===== src/rtl/cpe_pkg.sv =====
// cpe_pkg: shared types and arithmetic helpers for the compensation PE family.
//   buf_state_t  - weight double-buffer occupancy (shadow / active)
//   ARITH_W      - working width of the accumulation helper
//   prod_width() - width of the odd-reconstructed product
//   sat_add()    - psum + prod with overflow detect, saturate or wrap
package cpe_pkg;

    typedef enum logic [1:0] {
        BUF_EMPTY  = 2'd0,
        BUF_SHADOW = 2'd1,
        BUF_ACTIVE = 2'd2,
        BUF_BOTH   = 2'd3
    } buf_state_t;

    // Operands are zero-extended to this width; psum_w must stay below it.
    localparam int ARITH_W = 32;

    // {w,1} x {act,1}: each operand grows by one bit.
    function automatic int prod_width(input int cw_w, input int act_w);
        return cw_w + act_w + 2;
    endfunction

    // Returns {ovf, result}. Overflow means the true sum does not fit in
    // psum_w bits; the result is then all-ones (sat_en) or the low bits.
    function automatic logic [ARITH_W:0] sat_add(
        input logic [ARITH_W-1:0] psum,
        input logic [ARITH_W-1:0] prod,
        input int                 psum_w,
        input logic               sat_en
    );
        logic [ARITH_W:0] sum_v;
        logic [ARITH_W:0] limit_v;
        logic [ARITH_W:0] mask_v;
        logic [ARITH_W:0] res_v;
        logic             ovf_v;
        sum_v   = {1'b0, psum} + {1'b0, prod};
        limit_v = {{ARITH_W{1'b0}}, 1'b1} << psum_w;
        mask_v  = limit_v - {{ARITH_W{1'b0}}, 1'b1};
        ovf_v   = (sum_v >= limit_v);
        if (!ovf_v) begin
            res_v = sum_v;
        end else if (sat_en) begin
            res_v = mask_v;
        end else begin
            res_v = sum_v & mask_v;
        end
        return {ovf_v, res_v[ARITH_W-1:0]};
    endfunction

endpackage


===== src/rtl/cpe_mac.sv =====
// cpe_mac: combinational odd-reconstruction multiply-accumulate.
//   w    [CW_W]   weight magnitude code (LSB 1 appended internally)
//   act  [ACT_W]  activation magnitude code (LSB 1 appended internally)
//   psum [PSUM_W] incoming partial sum
//   sum  [PSUM_W] psum + prod, saturated or wrapped by SAT_EN
//   ovf           true sum did not fit in PSUM_W bits
module cpe_mac
    import cpe_pkg::*;
#(
    parameter int CW_W   = 3,
    parameter int ACT_W  = 7,
    parameter int PSUM_W = 14,
    parameter int SAT_EN = 0
) (
    input  logic [CW_W-1:0]   w,
    input  logic [ACT_W-1:0]  act,
    input  logic [PSUM_W-1:0] psum,
    output logic [PSUM_W-1:0] sum,
    output logic              ovf
);

    localparam int PROD_W = prod_width(CW_W, ACT_W);

    logic [PROD_W-1:0]  prod_s;
    logic [ARITH_W:0]   add_s;
    logic               unused_hi_s;

    // Both operands are zero-extended to PROD_W so the product is full width.
    assign prod_s = {{(ACT_W+1){1'b0}}, w, 1'b1} * {{(CW_W+1){1'b0}}, act, 1'b1};

    assign add_s = sat_add({{(ARITH_W-PSUM_W){1'b0}}, psum},
                           {{(ARITH_W-PROD_W){1'b0}}, prod_s},
                           PSUM_W, (SAT_EN != 0));

    assign sum         = add_s[PSUM_W-1:0];
    assign ovf         = add_s[ARITH_W];
    // Upper result bits are always zero once the result is reduced to PSUM_W.
    assign unused_hi_s = ^add_s[ARITH_W-1:PSUM_W];

endmodule


===== src/rtl/cpe_dbuf.sv =====
// cpe_dbuf: compensation PE with double-buffered weight.
//   clk, rst_n                  clock, asynchronous active-low reset
//   w_in/w_in_valid             weight preload chain input
//   w_swap                      move shadow weight into active register
//   act_in/act_in_valid         activation from left neighbour
//   psum_in/psum_in_valid       partial sum from upstream PE
//   sat_clr                     clear sticky overflow flag
//   w_out/w_out_valid           registered preload chain output
//   act_out/act_out_valid       registered activation pass-through
//   psum_out/psum_out_valid     registered partial sum (MAC or pass)
//   w_active_valid              active register holds a loaded weight
//   sat_flag                    sticky saturation/wrap indicator
module cpe_dbuf
    import cpe_pkg::*;
#(
    parameter int CW_W   = 3,
    parameter int ACT_W  = 7,
    parameter int PSUM_W = 14,
    parameter int SAT_EN = 0
) (
    input  logic              clk,
    input  logic              rst_n,
    input  logic [CW_W-1:0]   w_in,
    input  logic              w_in_valid,
    input  logic              w_swap,
    input  logic [ACT_W-1:0]  act_in,
    input  logic              act_in_valid,
    input  logic [PSUM_W-1:0] psum_in,
    input  logic              psum_in_valid,
    input  logic              sat_clr,
    output logic [CW_W-1:0]   w_out,
    output logic              w_out_valid,
    output logic [ACT_W-1:0]  act_out,
    output logic              act_out_valid,
    output logic [PSUM_W-1:0] psum_out,
    output logic              psum_out_valid,
    output logic              w_active_valid,
    output logic              sat_flag
);

    buf_state_t        state_r;
    buf_state_t        state_nx_s;
    logic [CW_W-1:0]   shadow_r;
    logic [CW_W-1:0]   active_r;
    logic              shadow_full_s;
    logic              active_valid_s;
    logic              swap_ok_s;
    logic              mac_s;
    logic [PSUM_W-1:0] mac_sum_s;
    logic              mac_ovf_s;
    logic [PSUM_W-1:0] psum_nx_s;
    logic              flag_nx_s;

    logic [CW_W-1:0]   w_out_r;
    logic              w_out_valid_r;
    logic [ACT_W-1:0]  act_out_r;
    logic              act_out_valid_r;
    logic [PSUM_W-1:0] psum_out_r;
    logic              psum_out_valid_r;
    logic              w_active_valid_r;
    logic              sat_flag_r;

    assign shadow_full_s  = (state_r == BUF_SHADOW) || (state_r == BUF_BOTH);
    assign active_valid_s = (state_r == BUF_ACTIVE) || (state_r == BUF_BOTH);
    assign swap_ok_s      = w_swap && shadow_full_s;
    assign mac_s          = act_in_valid && active_valid_s;

    cpe_mac #(
        .CW_W   (CW_W),
        .ACT_W  (ACT_W),
        .PSUM_W (PSUM_W),
        .SAT_EN (SAT_EN)
    ) u_mac (
        .w    (active_r),
        .act  (act_in),
        .psum (psum_in),
        .sum  (mac_sum_s),
        .ovf  (mac_ovf_s)
    );

    // Buffer occupancy next state; a swap with an empty shadow is ignored.
    always_comb begin
        state_nx_s = state_r;
        case (state_r)
            BUF_EMPTY: begin
                if (w_in_valid) state_nx_s = BUF_SHADOW;
                else            state_nx_s = BUF_EMPTY;
            end
            BUF_SHADOW: begin
                // Simultaneous preload refills the shadow just emptied.
                if (w_swap) state_nx_s = w_in_valid ? BUF_BOTH : BUF_ACTIVE;
                else        state_nx_s = BUF_SHADOW;
            end
            BUF_ACTIVE: begin
                if (w_in_valid) state_nx_s = BUF_BOTH;
                else            state_nx_s = BUF_ACTIVE;
            end
            BUF_BOTH: begin
                if (w_swap && !w_in_valid) state_nx_s = BUF_ACTIVE;
                else                       state_nx_s = BUF_BOTH;
            end
            default: state_nx_s = BUF_EMPTY;
        endcase
    end

    // Compute result and sticky-flag next values; set wins over clear.
    always_comb begin
        psum_nx_s = psum_in;
        flag_nx_s = sat_flag_r;
        if (mac_s) begin
            psum_nx_s = mac_sum_s;
        end else begin
            psum_nx_s = psum_in;
        end
        if (mac_s && mac_ovf_s) begin
            flag_nx_s = 1'b1;
        end else if (sat_clr) begin
            flag_nx_s = 1'b0;
        end else begin
            flag_nx_s = sat_flag_r;
        end
    end

    // Buffer state, shadow and active weight registers.
    always_ff @(posedge clk or negedge rst_n) begin
        if (!rst_n) begin
            state_r          <= BUF_EMPTY;
            shadow_r         <= {CW_W{1'b0}};
            active_r         <= {CW_W{1'b0}};
            w_active_valid_r <= 1'b0;
        end else begin
            state_r          <= state_nx_s;
            // Swap reads the pre-edge shadow, so a same-cycle preload is safe.
            shadow_r         <= w_in_valid ? w_in : shadow_r;
            active_r         <= swap_ok_s ? shadow_r : active_r;
            w_active_valid_r <= (state_nx_s == BUF_ACTIVE) || (state_nx_s == BUF_BOTH);
        end
    end

    // Pass-through and result pipeline registers.
    always_ff @(posedge clk or negedge rst_n) begin
        if (!rst_n) begin
            w_out_r          <= {CW_W{1'b0}};
            w_out_valid_r    <= 1'b0;
            act_out_r        <= {ACT_W{1'b0}};
            act_out_valid_r  <= 1'b0;
            psum_out_r       <= {PSUM_W{1'b0}};
            psum_out_valid_r <= 1'b0;
            sat_flag_r       <= 1'b0;
        end else begin
            w_out_r          <= w_in;
            w_out_valid_r    <= w_in_valid;
            act_out_r        <= act_in;
            act_out_valid_r  <= act_in_valid;
            psum_out_r       <= psum_nx_s;
            psum_out_valid_r <= psum_in_valid;
            sat_flag_r       <= flag_nx_s;
        end
    end

    assign w_out          = w_out_r;
    assign w_out_valid    = w_out_valid_r;
    assign act_out        = act_out_r;
    assign act_out_valid  = act_out_valid_r;
    assign psum_out       = psum_out_r;
    assign psum_out_valid = psum_out_valid_r;
    assign w_active_valid = w_active_valid_r;
    assign sat_flag       = sat_flag_r;

endmodule


===== config.mk =====
export PLATFORM = sky130hd
export DESIGN_NAME = cpe_dbuf
export DESIGN_NICKNAME = d
export VERILOG_FILES = /design/src/rtl/cpe_pkg.sv /design/src/rtl/cpe_mac.sv /design/src/rtl/cpe_dbuf.sv
export SDC_FILE = /design/constraint.sdc
export NUM_CORES = 1
export LEC_CHECK = 0
export ABC_AREA = 1
export CAP_MARGIN = 20
export CORE_ASPECT_RATIO = 1.4
export CORE_MARGIN = 2
export CORE_UTILIZATION = 50
export CTS_BUF_LIST = sky130_fd_sc_hd__clkbuf_8
export CTS_CLUSTER_SIZE = 25
export DETAILED_ROUTE_END_ITERATION = 6
export PLACE_DENSITY_LB_ADDON = 0.15
export SYNTH_ARGS = -nofsm -noshare
export SYNTH_HDL_FRONTEND = slang
export SYNTH_HIERARCHICAL = 1
export SYNTH_SLANG_ARGS = --single-unit

===== constraint.sdc =====
create_clock -name clk -period 6.6 [get_ports clk]
set_input_delay 1.32 -clock clk [delete_from_list [all_inputs] [get_ports clk]]
set_output_delay 1.32 -clock clk [all_outputs]
set_load 0.005 [all_outputs]

* Yosys cells after proc, flatten, opt, wreduce, memory -nomap -nowiden
Cells that the tools add are included.
** Storage, ports and cells
- Word-level logic and storage cells :: 37
- Input bits :: 31
- Output and inout bits :: 29
- Register bits after elaboration :: 37
** Operators by class
- Eq/ne operators :: 5
- Add/sub/neg operators :: 1
- Multipliers :: 1
- Reduce and logical (&&, ||, !) cells :: 10
- $lt $le $gt $ge :: 1
- Multiplexer cells :: 8
** Operators with widths (number)
- 33-bit by 15-bit greater-or-equal comparator with 1-bit output, second input constant :: 1
- 14-bit by 12-bit adder with 15-bit output :: 1
- 14-bit 2-to-1 mux :: 1
- 4-bit by 8-bit multiplier with 12-bit output :: 1
- 2-bit == test, second input constant :: 4
- 2-bit one-hot mux with 4 select lines :: 1
- 1-bit 2-to-1 mux :: 5
- 1-bit logical AND :: 4
- 1-bit logical OR :: 3
- 2-bit by 1-bit == test with 1-bit output, second input constant :: 1
- 2-bit logical NOT :: 1
- 2-bit 2-to-1 mux :: 1
- 2-bit nonzero test :: 1
- 1-bit logical NOT :: 1

* Longest topological paths before layout
- Depth after elaboration :: 6
- Mapped depth :: 18
- Gate-level depth less buffers :: 18

* Hierarchy
Netlist, hierarchy kept.
** By module, submodules not included
- cpe_mac :: times used 1, area each 1524.0 um^2, cells each 245, sequential area each 0.0 um^2
- cpe_dbuf :: times used 1, area each 1249.9 um^2, cells each 111, sequential area each 900.9 um^2

* Least setup slack after synthesis
OpenSTA, ideal clock, no wires.
- Path type :: input port to flip-flop
- Start point :: input act_in[0]
- End point :: register psum_out_r[10] (netlist: psum_out[10])
- Setup time :: 0.116 ns
- Arrival time :: 3.927 ns
- Slack :: 2.557 ns
- Stages :: 18
- Path buffers :: 0
- Required time :: 6.484 ns
- Path through :: nand2_1 > inv_1 > fa_1 > fa_1 > inv_1 > fa_1 > inv_1 > ha_1 > nand2_1 > inv_1 > nand2_1 > nand2_1 > nand2_1 > nand3_1 > nand2_1 > nand2_1 > nand3_1 > nand2_1
** On the way
- Word-level cells in the longest chain between the ends :: 3
** Ends and longest elaborated chain
- start, declared :: line cpe_dbuf.sv:26 : input logic [ACT_W-1:0] act_in,
- 4-bit by 8-bit multiplier with 12-bit output :: line cpe_mac.sv:29 : assign prod_s = {{(ACT_W+1){1'b0}}, w, 1'b1} * {{(CW_W+1){1'b0}}, act, 1'b1};
- 14-bit by 12-bit adder with 15-bit output :: line cpe_pkg.sv:36 : sum_v = {1'b0, psum} + {1'b0, prod};
- via mac_sum_s[10] :: line cpe_dbuf.sv:49 : logic [PSUM_W-1:0] mac_sum_s;
- 14-bit 2-to-1 mux :: line cpe_dbuf.sv:110 : if (mac_s) begin
- via psum_nx_s[10] :: line cpe_dbuf.sv:51 : logic [PSUM_W-1:0] psum_nx_s;
- end signal, assigned :: line cpe_dbuf.sv:147 : psum_out_r <= {PSUM_W{1'b0}};
- end signal, assigned :: line cpe_dbuf.sv:155 : psum_out_r <= psum_nx_s;
- end, declared :: line cpe_dbuf.sv:58 : logic [PSUM_W-1:0] psum_out_r;
The timed path passes the listed nets, and every way through them passes these cells.
A chain may end at the register's enable or synchronous reset.

* Worst setup path in the final report
- Start point :: input act_in[2]
- End point :: register sat_flag_r (netlist: sat_flag)
** On the way
- Word-level cells in the longest chain between the ends :: 5
- Elaborated cells between the ends (all ways) :: 6
- Those cells by class :: add/sub (1); mul (1); order compare (1); mux (1); reduce/logical (2)
** Ends and longest elaborated chain
- 4-bit by 8-bit multiplier with 12-bit output (*) :: line cpe_mac.sv:29
- 14-bit by 12-bit adder with 15-bit output (*) :: line cpe_pkg.sv:36
- 33-bit by 15-bit greater-or-equal comparator with 1-bit output (*) :: line cpe_pkg.sv:39 : ovf_v = (sum_v >= limit_v);
- via mac_ovf_s :: line cpe_dbuf.sv:50 : logic mac_ovf_s;
- 1-bit logical AND (*) :: line cpe_dbuf.sv:115 : if (mac_s && mac_ovf_s) begin
- 1-bit 2-to-1 mux / 2-bit nonzero test (equally long branches)
- end signal, assigned :: line cpe_dbuf.sv:157 : sat_flag_r <= flag_nx_s;
- end, declared :: line cpe_dbuf.sv:61 : logic sat_flag_r;
The timed path passes the listed nets; every way through them passes the cells marked *.

==> flow_summary.json <==
{
  "grt_pass1_vias": 2295,
  "internal_power_mw": 0.6166,
  "wl_met3_um": 240,
  "syn_inst": 356,
  "synth_top_family_by_area": "simple AND/OR/NAND/NOR gates",
  "seq_area_frac_synth_pct": 32.48,
  "clkPwrFrac_pct": 15.0,
  "cts-resized-gates": 0,
  "cpMostUsedCell": "nand2_1",
  "drc": 0,
  "drv_slew": 0,
  "post-route-period-util_pct": 69.84,
  "dr_wl_met2_um": 3186,
  "rsz0062_at_grt": "false",
  "place_congestion": 0.8609,
  "clockBufferDepth": 2,
  "coreArea_um2": 5445,
  "antenna_found_initial": 0,
  "fin_nets": 490,
  "syn_nets": 429,
  "yosysWarnings": 6,
  "firstDrtPassIters": 4,
  "hpwl_um": 4678,
  "setup_viol": 0,
  "synth_fa_ha_area_share_pct": 24.63,
  "slowest_delay_ns": 0.60,
  "grt-ovfl-total": 0,
  "synthMuxAreaShare_pct": 0,
  "cts_hold_buf": 0,
  "yosys.area_share.simple_pct": 25.03,
  "crit_path_cell_trace": "clkdlybuf4s50_1 -> nand2_1 -> inv_1 -> fa_1 -> fa_1 -> inv_1 -> fa_1 -> inv_1 -> ha_1 -> nand2_1 -> inv_1 -> nand2_1 -> nand2_1 -> nand2_1 -> nand3_1 -> nand2_1 -> nand2_1 -> nand3_1 -> nand2_1",
  "root_buffer": "clkbuf_8",
  "area_growth_pct": 25.58,
  "vias": 2287,
  "drive_above_1_share_pct": 2.871,
  "tightest_slew_ns": 0.8060,
  "dp.cells": 478,
  "crit_arrival_ns": 4.79,
  "ys_types": 17,
  "cp-end-kind": "flop",
  "synth.largest_area_cell": "dfrtp_1",
  "stdcell_area_um2": 3483,
  "ctsHtreeMaxLevel": 2,
  "relSlewSlack_pct": 46.27,
  "worstHoldPathType": "reg -> reg",
  "synth_top_area_share_pct": 32.48,
  "r2r_slack_ns": 3.05,
  "p_comb_share_pct": 59.2,
  "start_util_pct": 50.94,
  "wl_per_cell_um": 12.38,
  "grt_max_degree": 37,
  "dpl-instance-area_um2": 3396,
  "skew_ns": 0.01050,
  "critPathLaunchType": "input pin",
  "die_area_um2": 6168,
  "p_sw_mw": 0.4647,
  "antenna_left": 0,
  "post_cts_buffers": 0,
  "synthXorXnorAreaFrac_pct": 2.210,
  "wl_met1_um": 2454,
  "criticalPathCategory": "in -> reg",
  "final.setup.tns_ns": 0,
  "whs_ns": 0.4969,
  "grt_pass1_wl_um": 10290,
  "synth_seq_cells": 36,
  "critPathRequiredTime_ns": 6.78,
  "peakVddDrop_uv": 131.8,
  "synthTopCellsByArea": "dfrtp_1, nand2_1, fa_1",
  "final_common_cell": "nand2_1",
  "finalPower_mw": 1.081,
  "highest_layer": "met4",
  "syn_area_um2": 2774,
  "path_clk_slew_ns": 0.07,
  "chipHeight_um": 92.13,
  "power_density_nw_per_um2": 310.4,
  "slowest_stage": "clkdlybuf4s50_1",
  "status": "finished, final reports clean",
  "seq_power_share_pct": 25.8,
  "path_max_fanout": 5,
  "gr-usage-all-layers_pct": 22.29,
  "cts_made_buffers": 5,
  "diodes": 0,
  "drt-total-wl_um": 6015,
  "row_count": 32,
  "vias_per_cell": 4.706,
  "rr_worst_depth": 18,
  "io_pins": 60,
  "fmax_mhz": 216.9,
  "hold_depth": 2,
  "cts.sinks": 36,
  "clock_latency_ns": 0.30,
  "synth.avg_cell_area_um2": 7.792,
  "drv_cap": 0,
  "synth_compound_area_share_pct": 1.714,
  "mostFrequentLayoutCells": "nand2_1, inv_1, clkdlybuf4s50_1, dfrtp_1, nand3_1",
  "swShare_pct": 42.98,
  "port-buffer-count": 59,
  "hold_viol_final": 0,
  "final_cells": 486,
  "period_minus_slack_ns": 4.610,
  "drtIter0Drc": 186,
  "die_w_um": 66.95,
  "leakage_nw": 2.054,
  "cts_tree": "done"
}
## Yosys cell counts (all sizes together)
cell type,count
buf,5
and2,1
a21oi,5
fa,21
dfrtp,36
xor2,7
inv,90
nand4,4
o21ai,3
nand3,30
nor2,10
ha,21
o21bai,1
nand2,122
## power by group through the flow
| stage | clock network, mW | logic, mW | registers [mW] |
|---|---|---|---|
| final | 0.162 | 0.640 | 0.279 |
| after global routing | 0.177 | 0.739 | 0.283 |
| after CTS | 0.168 | 0.645 | 0.280 |
| after detailed placement | 0 | 0.640 | 0.284 |
| after global placement | 0 | 0.633 | 0.284 |
| after floorplan | 0 | 0.439 | 0.286 |
## final cells by class
class                           count  area, µm²
Sequential cell                    36      900.9
Tap cell                           68      85.08
Inverter                           90      337.8
Multi-Input combinational cell    225       1486
Clock inverter                      3      18.77
Fill cell                         499       1962
Timing Repair Buffer               59      585.6
Clock buffer                        5      68.82
## final timing paths
path | startpoint | to
worst max-delay path | act_in[2] | sat_flag
worst min-delay path | sat_flag | sat_flag
worst max register to register | active_r[2] | sat_flag
worst min register to register | sat_flag | sat_flag
max in group asynchronous | rst_n | act_out[6]
min in group asynchronous | rst_n | psum_out[12]
## per-stage QoR
stage / setup slack [ns] / utilization (%)
2_1_floorplan: 2.557 / -
3_3_place_gp: 1.712 / 62.36
3_5_place_dp: 1.731 / 62.36
4_1_cts: 2.021 / 63.97
5_1_grt: 1.719 / 63.97
6_report: 1.990 / 63.97
## state kept, by name (all words and copies together) (netlist names)
register	cells
psum_out	14
act_out	7
active_r	3
shadow_r	3
w_out	3
state_r	2
act_out_valid	1
psum_out_valid	1
sat_flag	1
w_out_valid	1
## metal layers
layer / GRT usage [%] / up-vias
li1: - / 1168
met2: 38.50 / 49
met3: 3.313 / 11
met1: 26.91 / 1059
met5: 0 / -
met4: 9.694 / 0
## worst max-delay path: cells and delay by family
family	cells	cell delay, ns
buffers and inverters	5	0.85
and+or+nand+nor	10	0.81
adders and majority gates	4	1.83
## logic make-up (layout without fill, tap and decap cells)
| logic type | count (synthesis) | after routing |
|---|---|---|
| simple gates | 167 | 167 |
| fa+ha+maj | 42 | 42 |
| buf+inv | 95 | 157 |
| xor+xnor | 7 | 7 |
| flops | 36 | 36 |
| compound gates | 9 | 9 |
(Power assumes the default switching activity.)
